--- src/rtl/max_pool_2x2.sv ---
// max_pool_2x2: 2x2 stride-2 max pooling over a raster pixel stream using a half-width line buffer
module max_pool_2x2 #(
  parameter int WORD_SIZE    = 8,
  parameter int ROW_SIZE     = 540,
  parameter int IMAGE_HEIGHT = 360
) (
  input  logic                 clk,
  input  logic                 rst,
  input  logic [WORD_SIZE-1:0] inputPixel,
  input  logic                 inputValid,
  output logic [WORD_SIZE-1:0] outputPixel,
  output logic                 outputValid,
  output logic                 frameDone
);
  localparam int HALF = ROW_SIZE / 2;
  localparam int CW   = (ROW_SIZE > 1) ? $clog2(ROW_SIZE) : 1;
  localparam int RW   = (IMAGE_HEIGHT > 1) ? $clog2(IMAGE_HEIGHT) : 1;
  localparam int AW   = (HALF > 1) ? $clog2(HALF) : 1;
  logic [CW-1:0]        col;
  logic [RW-1:0]        row;
  logic [WORD_SIZE-1:0] pair_reg;
  logic [WORD_SIZE-1:0] line_buf [HALF];
  logic [AW-1:0]        addr;
  logic [WORD_SIZE-1:0] hmax, above, vmax;
  logic                 last_col, last_row, fire;
  always_comb begin
    addr     = AW'(col >> 1);
    last_col = col == CW'(ROW_SIZE - 1);
    last_row = row == RW'(IMAGE_HEIGHT - 1);
    hmax     = (pair_reg > inputPixel) ? pair_reg : inputPixel;
    above    = line_buf[addr];
    vmax     = (hmax > above) ? hmax : above;
    fire     = inputValid && col[0] && row[0];
  end
  // top row of each window parks its horizontal max until the bottom row arrives
  always_ff @(posedge clk) begin
    if (inputValid && col[0] && !row[0]) line_buf[addr] <= hmax;
  end
  always_ff @(posedge clk or posedge rst) begin
    if (rst) begin
      col         <= '0;
      row         <= '0;
      pair_reg    <= '0;
      outputPixel <= '0;
      outputValid <= 1'b0;
      frameDone   <= 1'b0;
    end else begin
      outputValid <= fire;
      frameDone   <= fire && last_col && last_row;
      if (fire) outputPixel <= vmax;
      if (inputValid) begin
        col <= last_col ? '0 : col + 1'b1;
        if (last_col) row <= last_row ? '0 : row + 1'b1;
        if (!col[0]) pair_reg <= inputPixel;
      end
    end
  end
endmodule

--- config.mk ---
export PLATFORM = sky130hd
export DESIGN_NAME = max_pool_2x2
export DESIGN_NICKNAME = d
export VERILOG_FILES = /design/src/rtl/max_pool_2x2.sv
export SDC_FILE = /design/constraint.sdc
export NUM_CORES = 2
export LEC_CHECK = 0
export CORE_ASPECT_RATIO = 0.8
export CORE_MARGIN = 8
export CORE_UTILIZATION = 40
export CTS_CLUSTER_DIAMETER = 60
export DETAILED_ROUTE_END_ITERATION = 16
export PLACE_DENSITY = 0.58
export RECOVER_POWER = 50
export SYNTH_ARGS = -nofsm -noshare
export SYNTH_HDL_FRONTEND = slang
export SYNTH_SLANG_ARGS = --single-unit
--- constraint.sdc ---
create_clock -name clk -period 6.53 [get_ports clk]
set_input_delay 1.306 -clock clk [delete_from_list [all_inputs] [get_ports clk]]
set_output_delay 1.306 -clock clk [all_outputs]
set_load 0.02 [all_outputs]
==> impl_metrics.ini <==
[synth]
avgSynthCellArea_um2 = 20.7
synthTopCellsByCount = 2,160 x edfxtp_1, 515 x mux4_2, 314 x nor2_1
synth_seq_cells = 2197
synth_most_common_cell = edfxtp_1
ys.flop_type = edfxtp_1
synth.net_count = 4192
ys_async_sr_fraction_pct = 1.68
synth_edf_count = 2160
synth_area_mm2 = 0.0863
yosysSeqAreaShare_pct = 76.2
ys_warn_count = 0
synth_top_area_cell = edfxtp_1
synth_top_area_share_pct = 75.2
ys_types = 72
syn_inst = 4163
synth_area_leaders = edfxtp_1 75%, mux4_2 13%, mux2i_1 2.1%, nor2_1 1.4%, dfrtp_1 1.1%

[cells_and_area]
fin_nets = 4533
largest-register = line_buf
final_layout_size_suffix_gt1_share_pct = 22.9
fin_area_mm2 = 0.0978
areaGrowthSynthToFinish_pct = 13.3
fillers = 18081
largest_registers = line_buf: 2160 flops, col: 10 flops, row: 9 flops
largest_reg_flops = 2160

[power]
swShare_pct = 31.8
p_leak_nw = 30.5
pwr-share-comb_pct = 28.2
power_frac_seq_pct = 42.1
p_switching_w = 0.0127
power.density_mw_per_mm2 = 409
clkPwrFrac_pct = 29.6
p_int_w = 0.0272
ir_worst_vdd_mv = 0.296

[status]
status = finished, violations left
violations = max-capacitance violations, max-slew violations

[routing]
wire_per_inst_um = 32.4
dr.pass1.iters = 6
first_iter_violations = 5874
routed_wl_um = 244000
vias = 44914
antenna_left = 0
drc = 0
via_per_inst = 5.96

[min_path]
hold_path_class = reg2reg
hold_start = outputPixel[5]

[worst_setup_path]
cp_data_arrival_time_ns = 7.10
cp-startpoint = col[2]
cp-end-kind = flop
cp_max_fo = 53
critPathKind = reg2reg
required_ns = 7.26
worst_setup_path_start_kind = flop
r2r-start = col[2]

[global_routing]
gr-total-overflow = 0
gr-usage-all-layers_pct = 20.8
grt_max_degree = 171
grt_first_pass_wirelength_um = 344000
antenna_found_initial = 9
grt_pass1_vias = 43448

[clocking]
cts_max_path_buffers = 3
cts.sinks = 2197
cts_setup_buffers = 0
cts_tree = yes
htree_levels = 4
path_clk_slew_ns = 0.07
cts_buffers = 206
clk_latency_ns = 0.85
ctsRootBufferMaster = clkbuf_16

[placed_design]
dp_hpwl_um = 156000
pre_cts_slack_ns = 0.215
postPlaceCellArea_mm2 = 0.0919
place_congestion = 0.866
port_buffers = 20

[sta]
setup_viol = 0
grt_setup_unrepaired = false
drv_slew = 1097
tightest_slew_ns = 3.68
max_slew_margin_pct = -146
period_share_pct = 97.6
fmax_mhz = 157
fin_crit_ns = 6.37
skew_ns = 0.0545
tns_ns = 0
fin_ws_ns = 0.156
hold_viol_final = 0

[flow_run]
cap_violations = 22

[die]
die_area_mm2 = 0.231
rows = 152
die_width_um = 535
core_area_mm2 = 0.215
fp.dieH_um = 431
initial_core_util_pct = 40.2
io_pins = 21
==> per-stage QoR <==
step | cells | hold slack (ns) | power [W] | util (%)
after floorplan | 4163 | 0.454 | 0.0239 | -
after global placement | 7145 | 0.479 | 0.0283 | 42.8
after detailed placement | 7145 | 0.496 | 0.0284 | 42.8
after CTS | 7530 | 0.507 | 0.0401 | 45.9
after global routing | 7530 | 0.522 | 0.0411 | 45.6
final | 7541 | 0.499 | 0.0400 | 45.6
==> critical path, stage by stage (launching register included) <==
cell and delay, ns:
dfrtp_4 1.00, buf_12 0.38, buf_12 0.37, mux4_2 0.56
a22oi_1 0.47, a31oi_1 0.19, nor4_1 0.99, a31oi_1 0.26
buf_4 0.26, nor2_1 0.10, ha_1 0.26, o21a_1 0.11
o21a_1 0.16, o21ai_0 0.18, and3b_1 0.23, nor2_1 0.07
or3_1 0.39, a22o_1 0.19
==> timing repair <==
item | in CTS | in global routing
resized for setup | 0 | 1
setup endpoints to repair | 0 | 2
hold buffers | 0 | 0
hold endpoints to repair | 0 | 0
==> power by group through the flow <==
stage               clock [W]  sequential, W  combinational [W]
floorplan                   0         0.0169            0.00692
global placement            0         0.0171             0.0112
detailed placement          0         0.0171             0.0113
CTS                    0.0120         0.0168             0.0113
global route           0.0125         0.0168             0.0117
finish                 0.0119         0.0168             0.0113
==> per-layer routing <==
metal | vias up | part of all wire, % | GRT usage [%]
li1 | 17952 | - | -
met4 | 0 | 2.5 | 5.01
met1 | 24068 | 44 | 31.7
met5 | - | 0 | 0.514
met3 | 381 | 11 | 6.09
met2 | 2513 | 43 | 29.4
==> worst paths after layout <==
check	to	slack [ns]	cells after the start
setup / recovery	outputPixel[2]	0.16	17
hold / removal	outputPixel[5]	0.50	2
setup reg to reg	outputPixel[2]	0.16	17
hold reg to reg	outputPixel[5]	0.50	2
max in group asynchronous	col[2]	3.91	2
min in group asynchronous	frameDone	1.43	2
==> logic make-up after synthesis <==
group / after synthesis / share of synthesized area [%]
buf+inv: 263 / 1.73
compound gates: 291 / 2.37
fa+ha+maj: 18 / 0.261
mux: 729 / 16.0
simple gates: 657 / 3.32
xor+xnor: 8 / 0.0812
flops: 2197 / 76.2
==> layout by cell type, fill, tap and decap left out, types with 16 or more instances in the layout <==
cell	netlist	routed
nor2b_1	18	16
clkbuf_1	94	178
o22ai_1	18	18
clkinv_1	0	59
and3_1	16	16
nor3_1	26	25
ha_1	18	18
bufinv_16	0	16
nand2b_1	22	21
mux4_2	515	515
dfrtp_1	37	33
edfxtp_1	2160	2160
clkbuf_16	0	207
a22oi_1	69	69
nand3_1	55	53
buf_12	0	27
clkinv_2	0	45
buf_4	61	170
a21oi_1	35	35
inv_1	20	21
o21ai_0	44	44
mux2i_1	180	180
nor2_1	314	311
mux2_2	33	26
nand2_1	156	152
==> layout make-up <==
cell class / instances / area (um^2) / share of cell area [%]
sequential: 2197 / 65800 / 67.3
multi-input combinational: 1703 / 19100 / 19.5
clock buffer: 237 / 5290 / 5.41
tap: 2849 / 3560 / 3.65
timing repair buffer: 373 / 2620 / 2.68
clock inverter: 148 / 1310 / 1.34
inverter: 23 / 91.3 / 0.0934
antenna: 11 / 27.5 / 0.0281
Note: power is estimated with default switching activity, not from simulation.
